File: src/rtl/riscv_l0_multiline_buffer_if.sv
// Core-fetch and instruction-memory signals of the L0 multi-line buffer.
// The buffer uses the slave view; the surrounding core/memory side uses the master view.
interface riscv_l0_multiline_buffer_if #(
  parameter int ADDR_WIDTH = 32,
  parameter int LINE_WIDTH = 128
);
  logic                  fetch_req_i;
  logic [ADDR_WIDTH-1:0] fetch_addr_i;
  logic                  branch_i;
  logic                  flush_i;
  logic                  fetch_gnt_o;
  logic                  fetch_valid_o;
  logic [31:0]           fetch_rdata_o;
  logic [ADDR_WIDTH-1:0] fetch_addr_o;
  logic                  instr_req_o;
  logic [ADDR_WIDTH-1:0] instr_addr_o;
  logic                  instr_gnt_i;
  logic                  instr_rvalid_i;
  logic [LINE_WIDTH-1:0] instr_rdata_i;
  logic                  busy_o;

  modport slave (
    input  fetch_req_i, fetch_addr_i, branch_i, flush_i,
    input  instr_gnt_i, instr_rvalid_i, instr_rdata_i,
    output fetch_gnt_o, fetch_valid_o, fetch_rdata_o, fetch_addr_o,
    output instr_req_o, instr_addr_o, busy_o
  );

  modport master (
    output fetch_req_i, fetch_addr_i, branch_i, flush_i,
    output instr_gnt_i, instr_rvalid_i, instr_rdata_i,
    input  fetch_gnt_o, fetch_valid_o, fetch_rdata_o, fetch_addr_o,
    input  instr_req_o, instr_addr_o, busy_o
  );
endinterface

File: src/rtl/riscv_l0_multiline_buffer.sv
// Fully-associative L0 instruction buffer: NUM_LINES tagged lines, invalid-first/round-robin refill,
// flush and branch kill. Next-line prefetch is built in when RISCV_L0_NEXTLINE_PREFETCH_EN is defined.
module riscv_l0_multiline_buffer #(
  parameter int LINE_WIDTH = 128,
  parameter int NUM_LINES  = 2,
  parameter int ADDR_WIDTH = 32
) (
  input logic                        clk,
  input logic                        rst_n,
  riscv_l0_multiline_buffer_if.slave bus
);
  localparam int OFFS_W = $clog2(LINE_WIDTH / 8);
  localparam int TAG_W  = ADDR_WIDTH - OFFS_W;
  localparam int WORD_W = OFFS_W - 2;
  localparam int PTR_W  = (NUM_LINES > 1) ? $clog2(NUM_LINES) : 1;

`ifdef RISCV_L0_NEXTLINE_PREFETCH_EN
  typedef enum logic [2:0] {IDLE, WAIT_GNT, WAIT_RVALID, PF_GNT, PF_RVALID} state_e;
`else
  typedef enum logic [1:0] {IDLE, WAIT_GNT, WAIT_RVALID} state_e;
`endif

  state_e                state_q, state_d;
  logic [NUM_LINES-1:0]  valid_q, valid_d;
  logic [PTR_W-1:0]      ptr_q, ptr_d;
  logic [TAG_W-1:0]      addr_q, addr_d;
  logic                  discard_q, discard_d;
  logic                  rsp_valid_q, rsp_valid_d;
  logic [31:0]           rsp_rdata_q, rsp_rdata_d;
  logic [ADDR_WIDTH-1:0] rsp_addr_q, rsp_addr_d;

  logic [TAG_W-1:0]      tag_q  [NUM_LINES];
  logic [LINE_WIDTH-1:0] data_q [NUM_LINES];

  logic [TAG_W-1:0]  req_tag, mem_tag;
  logic [WORD_W-1:0] word_idx;
  logic              hit_any, serve_ok, hit_gnt, miss, kill, fill_we, victim_free, mem_req;
  logic [PTR_W-1:0]  hit_idx, victim_idx, ptr_inc;

  assign req_tag  = bus.fetch_addr_i[ADDR_WIDTH-1:OFFS_W];
  assign word_idx = bus.fetch_addr_i[OFFS_W-1:2];
  assign kill     = bus.branch_i | bus.flush_i;
  assign ptr_inc  = (ptr_q == PTR_W'(NUM_LINES - 1)) ? '0 : ptr_q + 1'b1;

  // Descending scan so the lowest-index invalid entry wins the victim choice.
  always_comb begin
    hit_any     = 1'b0;
    hit_idx     = '0;
    victim_free = 1'b0;
    victim_idx  = ptr_q;
    for (int i = NUM_LINES - 1; i >= 0; i--) begin
      if (valid_q[i] && tag_q[i] == req_tag) begin
        hit_any = 1'b1;
        hit_idx = PTR_W'(i);
      end
      if (!valid_q[i]) begin
        victim_free = 1'b1;
        victim_idx  = PTR_W'(i);
      end
    end
  end

`ifdef RISCV_L0_NEXTLINE_PREFETCH_EN
  logic [TAG_W-1:0] pf_tag;
  logic             pf_resident;

  // The entry about to be overwritten no longer counts as holding line+1.
  always_comb begin
    pf_tag      = addr_q + 1'b1;
    pf_resident = 1'b0;
    for (int i = 0; i < NUM_LINES; i++) begin
      if (valid_q[i] && tag_q[i] == pf_tag && PTR_W'(i) != victim_idx) pf_resident = 1'b1;
    end
  end

  assign serve_ok = (state_q == IDLE) || (state_q == PF_GNT) || (state_q == PF_RVALID);
`else
  assign serve_ok = (state_q == IDLE);
`endif

  assign hit_gnt = bus.fetch_req_i & hit_any & serve_ok & ~bus.flush_i;
  assign miss    = bus.fetch_req_i & ~hit_any & ~bus.flush_i;

  // NOTE: every signal gets a default before the case so no path leaves one unassigned (no latches).
  always_comb begin
    state_d   = state_q;
    addr_d    = addr_q;
    discard_d = discard_q;
    ptr_d     = ptr_q;
    valid_d   = bus.flush_i ? '0 : valid_q;
    mem_req   = 1'b0;
    mem_tag   = addr_q;
    fill_we   = 1'b0;
    unique case (state_q)
      IDLE: begin
        if (miss) begin
          mem_req = 1'b1;
          mem_tag = req_tag;
          addr_d  = req_tag;
          state_d = bus.instr_gnt_i ? WAIT_RVALID : WAIT_GNT;
        end
      end
      WAIT_GNT: begin
        mem_req = 1'b1;
        if (bus.branch_i) begin
          mem_tag = req_tag;
          addr_d  = req_tag;
        end
        if (bus.instr_gnt_i) state_d = WAIT_RVALID;
      end
      WAIT_RVALID: begin
        if (bus.instr_rvalid_i) begin
          state_d   = IDLE;
          discard_d = 1'b0;
          fill_we   = ~(discard_q | kill);
`ifdef RISCV_L0_NEXTLINE_PREFETCH_EN
          if (fill_we && !pf_resident) begin
            state_d = PF_GNT;
            addr_d  = pf_tag;
          end
`endif
        end else if (kill) begin
          discard_d = 1'b1;
        end
      end
`ifdef RISCV_L0_NEXTLINE_PREFETCH_EN
      PF_GNT: begin
        if (kill) begin
          state_d = IDLE;
        end else if (miss) begin
          mem_req = 1'b1;
          mem_tag = req_tag;
          addr_d  = req_tag;
          state_d = bus.instr_gnt_i ? WAIT_RVALID : WAIT_GNT;
        end else begin
          mem_req = 1'b1;
          if (bus.instr_gnt_i) state_d = PF_RVALID;
        end
      end
      PF_RVALID: begin
        if (bus.instr_rvalid_i) begin
          state_d   = IDLE;
          discard_d = 1'b0;
          fill_we   = ~(discard_q | kill);
        end else if (kill) begin
          discard_d = 1'b1;
        end
      end
`endif
      default: state_d = IDLE;
    endcase
    if (fill_we) begin
      valid_d[victim_idx] = 1'b1;
      if (!victim_free) ptr_d = ptr_inc;
    end
  end

  always_comb begin
    rsp_valid_d = hit_gnt;
    rsp_rdata_d = rsp_rdata_q;
    rsp_addr_d  = rsp_addr_q;
    if (hit_gnt) begin
      rsp_rdata_d = data_q[hit_idx][{word_idx, 5'd0} +: 32];
      rsp_addr_d  = bus.fetch_addr_i;
    end
  end

  // NOTE: state flops use non-blocking assignments so every flop samples pre-edge values.
  always_ff @(posedge clk or negedge rst_n) begin
    if (!rst_n) begin
      state_q     <= IDLE;
      valid_q     <= '0;
      ptr_q       <= '0;
      addr_q      <= '0;
      discard_q   <= 1'b0;
      rsp_valid_q <= 1'b0;
      rsp_rdata_q <= '0;
      rsp_addr_q  <= '0;
    end else begin
      state_q     <= state_d;
      valid_q     <= valid_d;
      ptr_q       <= ptr_d;
      addr_q      <= addr_d;
      discard_q   <= discard_d;
      rsp_valid_q <= rsp_valid_d;
      rsp_rdata_q <= rsp_rdata_d;
      rsp_addr_q  <= rsp_addr_d;
    end
  end

  // NOTE: line storage is not reset; valid_q alone decides whether an entry's contents mean anything.
  always_ff @(posedge clk) begin
    if (fill_we) begin
      data_q[victim_idx] <= bus.instr_rdata_i;
      tag_q[victim_idx]  <= addr_q;
    end
  end

  assign bus.fetch_gnt_o   = hit_gnt;
  assign bus.fetch_valid_o = rsp_valid_q & ~bus.branch_i;
  assign bus.fetch_rdata_o = rsp_rdata_q;
  assign bus.fetch_addr_o  = rsp_addr_q;
  assign bus.instr_req_o   = mem_req;
  assign bus.instr_addr_o  = {mem_tag, {OFFS_W{1'b0}}};
  assign bus.busy_o        = (state_q != IDLE) | mem_req;
endmodule

File: src/flat_wrapper.sv
// flat-port wrapper written by rule: the top's interface ports become plain ports
module riscv_l0_multiline_buffer_flat 
#(
  parameter int LINE_WIDTH = 128,
  parameter int NUM_LINES  = 2,
  parameter int ADDR_WIDTH = 32
)
  (clk, rst_n, bus_fetch_req_i, bus_fetch_addr_i, bus_branch_i, bus_flush_i, bus_instr_gnt_i, bus_instr_rvalid_i, bus_instr_rdata_i, bus_fetch_gnt_o, bus_fetch_valid_o, bus_fetch_rdata_o, bus_fetch_addr_o, bus_instr_req_o, bus_instr_addr_o, bus_busy_o);
  riscv_l0_multiline_buffer_if #(.ADDR_WIDTH(ADDR_WIDTH), .LINE_WIDTH(LINE_WIDTH)) bus_i ();
  input logic clk;
  input logic rst_n;
  input wire logic [$bits(bus_i.fetch_req_i)-1:0] bus_fetch_req_i;
  input wire logic [$bits(bus_i.fetch_addr_i)-1:0] bus_fetch_addr_i;
  input wire logic [$bits(bus_i.branch_i)-1:0] bus_branch_i;
  input wire logic [$bits(bus_i.flush_i)-1:0] bus_flush_i;
  input wire logic [$bits(bus_i.instr_gnt_i)-1:0] bus_instr_gnt_i;
  input wire logic [$bits(bus_i.instr_rvalid_i)-1:0] bus_instr_rvalid_i;
  input wire logic [$bits(bus_i.instr_rdata_i)-1:0] bus_instr_rdata_i;
  output wire logic [$bits(bus_i.fetch_gnt_o)-1:0] bus_fetch_gnt_o;
  output wire logic [$bits(bus_i.fetch_valid_o)-1:0] bus_fetch_valid_o;
  output wire logic [$bits(bus_i.fetch_rdata_o)-1:0] bus_fetch_rdata_o;
  output wire logic [$bits(bus_i.fetch_addr_o)-1:0] bus_fetch_addr_o;
  output wire logic [$bits(bus_i.instr_req_o)-1:0] bus_instr_req_o;
  output wire logic [$bits(bus_i.instr_addr_o)-1:0] bus_instr_addr_o;
  output wire logic [$bits(bus_i.busy_o)-1:0] bus_busy_o;
  assign bus_i.fetch_req_i = bus_fetch_req_i;
  assign bus_i.fetch_addr_i = bus_fetch_addr_i;
  assign bus_i.branch_i = bus_branch_i;
  assign bus_i.flush_i = bus_flush_i;
  assign bus_i.instr_gnt_i = bus_instr_gnt_i;
  assign bus_i.instr_rvalid_i = bus_instr_rvalid_i;
  assign bus_i.instr_rdata_i = bus_instr_rdata_i;
  assign bus_fetch_gnt_o = bus_i.fetch_gnt_o;
  assign bus_fetch_valid_o = bus_i.fetch_valid_o;
  assign bus_fetch_rdata_o = bus_i.fetch_rdata_o;
  assign bus_fetch_addr_o = bus_i.fetch_addr_o;
  assign bus_instr_req_o = bus_i.instr_req_o;
  assign bus_instr_addr_o = bus_i.instr_addr_o;
  assign bus_busy_o = bus_i.busy_o;
  riscv_l0_multiline_buffer #(.LINE_WIDTH(LINE_WIDTH), .NUM_LINES(NUM_LINES), .ADDR_WIDTH(ADDR_WIDTH)) u_core (.clk(clk), .rst_n(rst_n), .bus(bus_i));
endmodule
File: config.mk
export PLATFORM = sky130hd
export DESIGN_NAME = riscv_l0_multiline_buffer_flat
export DESIGN_NICKNAME = d
export VERILOG_FILES = /design/src/rtl/riscv_l0_multiline_buffer_if.sv /design/src/rtl/riscv_l0_multiline_buffer.sv /design/src/flat_wrapper.sv
export SDC_FILE = /design/constraint.sdc
export NUM_CORES = 1
export LEC_CHECK = 0
export ABC_AREA = 0
export CAP_MARGIN = 20
export CORE_MARGIN = 10
export CORE_UTILIZATION = 53
export CTS_CLUSTER_DIAMETER = 60
export DETAILED_ROUTE_END_ITERATION = 12
export PLACE_DENSITY = 0.8
export RECOVER_POWER = 100
export SLEW_MARGIN = 20
export SYNTH_ARGS = -nofsm -noshare
export SYNTH_HDL_FRONTEND = slang
export SYNTH_SLANG_ARGS = --single-unit
File: constraint.sdc
create_clock -name clk -period 10.7 [get_ports clk]
set_input_delay 1.07 -clock clk [delete_from_list [all_inputs] [get_ports clk]]
set_output_delay 1.07 -clock clk [all_outputs]
set_load 0.005 [all_outputs]
==> out/qor.csv <==
stage,metric,value,unit
die,die_w,193,um
critical_path,crit_path_end_kind,flop,
final_layout,multi_input_area,3720,sq um
synth,synth.most_common_cell,edfxtp_1,
final_layout,finalInstanceArea,20100,sq um
timing,maxSlewViolCount,535,
synth,syn_area,15800,sq um
grt,grt_max_degree,81,
cts,cts_setup_buffers,0,
detailed_routing,drt_iter0_markers,544,
timing,fmax,138,MHz
cts,post_cts_resized,0,
cts,cts_inserted_buffers,42,
critical_path,critPathLaunchType,primary input,
timing,period_needed,7.25,ns
critical_path,arrival,7.53,ns
detailed_routing,drc,0,
place,port_buffers,262,
synth,yosysWarnings,0,
die,dieHeight,193,um
run,maxCapViolCount,11,
synth,syn_avg_cell_area,19.7,sq um
place,dp_hpwl,24100,um
timing,fin_crit_sh,0.678,
detailed_routing,viasPerCell,5.51,
final_layout,num-fill-cells,1965,
critical_path,required,10.98,ns
timing,rsz0062_at_grt,no,
synth,synth_top_area_frac,0.593,
die,die_area,37100,sq um
outcome,violations,"capacitance limit, slew limit",
synth,syn_inst,802,
critical_path,worst-path-max-fanout,24,
grt,overflow,0,
synth,synth_edf_count,312,
place,place_area,18800,sq um
cts,cts.sinks,411,
cts,cts_tree,built,
detailed_routing,wl_per_cell,23.6,um
synth,ys_seq_elements,411,
timing,holdWs,0.466,ns
timing,worst_pin_slew,4.32,ns
final_layout,final-seq-area,11800,sq um
hold_path,min_path_type,flop to flop,
place,finalWeightedCongestion,0.849,
power,peakVddDrop,0.179,mV
die,placementRows,63,
detailed_routing,antenna_left,0,
timing,fin_skew,0.0129,ns
synth,ys_seq_area_frac,0.750,
die,io_pins,267,
final_layout,nets,1255,
final_layout,drive_above_1_share,0.138,
grt,first_global_vias,9113,
final_layout,syn2layout_area_growth,27.4,%
die,coreArea,29600,sq um
synth,async_reset_ff_frac,0.241,
synth,synth_common_cells,"edfxtp_1, dfrtp_1, mux4_2",
cts,cts.path.max_buffers,3,
outcome,status,finished with violations,
synth,synthTopCellsByArea,"edfxtp_1, dfrtp_1, mux4_2",
synth,synth_flop_cell,edfxtp_1,
cts,clk_latency,0.53,ns
critical_path,crit_type,primary input to flop,
power,leakagePower,7.41,nW
detailed_routing,num_vias,8374,
detailed_routing,routed_wl,36000,um
timing,setup_viol,0,
die,start_util,0.535,
cts,clkTransAtPathRegs,0.06,ns
grt,antenna_found_initial,12,
cts,cts_root_buffer,clkbuf_16,
cts,ctsHoldBuffers,0,
grt,grt_use_total,0.192,
timing,relSlewSlack,-1.88,
timing,fin_setup_tns,0,ns
cts,cts_htree_levels,2,
synth,ys_types,41,
power,cellPowerDensity,173,nW/um^2
grt,grt_pass1_wl,54000,um
synth,yosys.area.top_type,edfxtp_1,
detailed_routing,drtPass1Iterations,5,
timing,final_hold_viol_count,0,
[cell families after synthesis]
| group | after synthesis | synth area share |
|---|---|---|
| multiplexers | 156 | 0.155 |
| other | 1 | 0.000237 |
| AO/OA/AOI/OAI | 45 | 0.0188 |
| buffers and inverters | 41 | 0.0143 |
| AND/OR/NAND/NOR | 90 | 0.0300 |
| XOR/XNOR | 58 | 0.0322 |
| flip-flops | 411 | 0.750 |
[stage by stage]
stage / std cells / utilization / worst slack [ns] / power, mW
final: 1521 / 0.681 / 3.45 / 3.48
after global routing: 1516 / 0.681 / 2.60 / 3.60
after CTS: 1511 / 0.682 / 5.34 / 3.55
after detailed placement: 1433 / 0.636 / 5.37 / 2.12
after global placement: 1433 / 0.636 / 5.39 / 2.11
after floorplan: 805 / - / 1.90 / 1.93
[where the power goes]
group / switching, mW / internal (mW) / leakage, nW / total (mW)
Sequential: 0.0382 / 1.78 / 4.12 / 1.82
Clock: 0.567 / 0.863 / 0.664 / 1.43
Combinational: 0.103 / 0.133 / 2.62 / 0.236
[critical path, stage by stage]
cell,delay (ns)
dlygate4sd3_1,0.64
xnor2_1,0.33
nand4_1,0.14
or4_1,0.50
o311ai_0,3.16
buf_4,0.83
mux4_2,0.58
mux2i_1,0.16
o21ai_0,0.10
[placed cells by master, fill, tap and decap left out, types with 3 or more instances in the layout]
master | synthesis | routed
buf_4 | 9 | 4
clkbuf_1 | 15 | 30
clkbuf_16 | 0 | 45
clkbuf_8 | 0 | 6
clkdlybuf4s50_1 | 0 | 31
clkinv_2 | 0 | 3
conb_1 | 1 | 4
dfrtp_1 | 99 | 99
diode_2 | 0 | 9
dlygate4sd3_1 | 0 | 228
edfxtp_1 | 312 | 312
inv_1 | 6 | 6
mux2_1 | 16 | 33
mux2_2 | 44 | 27
mux2i_1 | 32 | 32
mux4_2 | 62 | 62
nand2_1 | 40 | 40
nand3_1 | 5 | 5
nand4_1 | 18 | 18
nor2_1 | 7 | 7
nor2b_1 | 3 | 3
nor4_1 | 3 | 3
o21ai_0 | 2 | 31
o21ai_1 | 32 | 3
or4_1 | 7 | 7
xnor2_1 | 50 | 50
xor2_1 | 8 | 8
[final timing paths]
path,start,depth (start not counted),slack [ns],to
worst max-delay path,bus_fetch_addr_i[8],9,3.45,u_core.bus.fetch_rdata_o[16]$_DFFE_PN0P_
worst min-delay path,u_core.addr_q[24]$_DFF_PN0_,0,0.47,u_core.tag_q[0][24]$_DFFE_PP_
worst max register to register,u_core.tag_q[0][4]$_DFFE_PP_,8,4.29,u_core.bus.fetch_rdata_o[16]$_DFFE_PN0P_
worst min register to register,u_core.addr_q[24]$_DFF_PN0_,0,0.47,u_core.tag_q[0][24]$_DFFE_PP_
max in group asynchronous,rst_n,2,5.33,u_core.bus.fetch_rdata_o[5]$_DFFE_PN0P_
min in group asynchronous,rst_n,1,1.50,u_core.bus.fetch_addr_o[15]$_DFFE_PN0P_
[routing by layer]
layer | track usage | wire [um] | vias to the layer above
li1 | - | - | 3735
met1 | 0.236 | 14000 | 4305
met2 | 0.328 | 18600 | 267
met3 | 0.0533 | 2630 | 59
met4 | 0.0534 | 724 | 8
met5 | 0 | 51 | -
[flip-flops by register name, indices dropped and copies added, names as in the netlist]
name and flops:
u_core.valid_q 2, u_core.rsp_valid_q 1, u_core.state_q 2, u_core.ptr_q 1, u_core.addr_q 28, u_core.discard_q 1, u_core.tag_q 56, u_core.bus.fetch_rdata_o 32
u_core.bus.fetch_addr_o 32, u_core.data_q 256
[area by class of cell]
type | count | share of cell area
Clock inverter | 6 | 0.00392
Antenna cell | 9 | 0.00112
Sequential cell | 411 | 0.589
Tap cell | 390 | 0.0242
Timing Repair Buffer | 274 | 0.132
Inverter | 6 | 0.00112
Multi-Input combinational cell | 353 | 0.185
Clock buffer | 72 | 0.0640
Note: power is estimated with default switching activity, not from simulation.
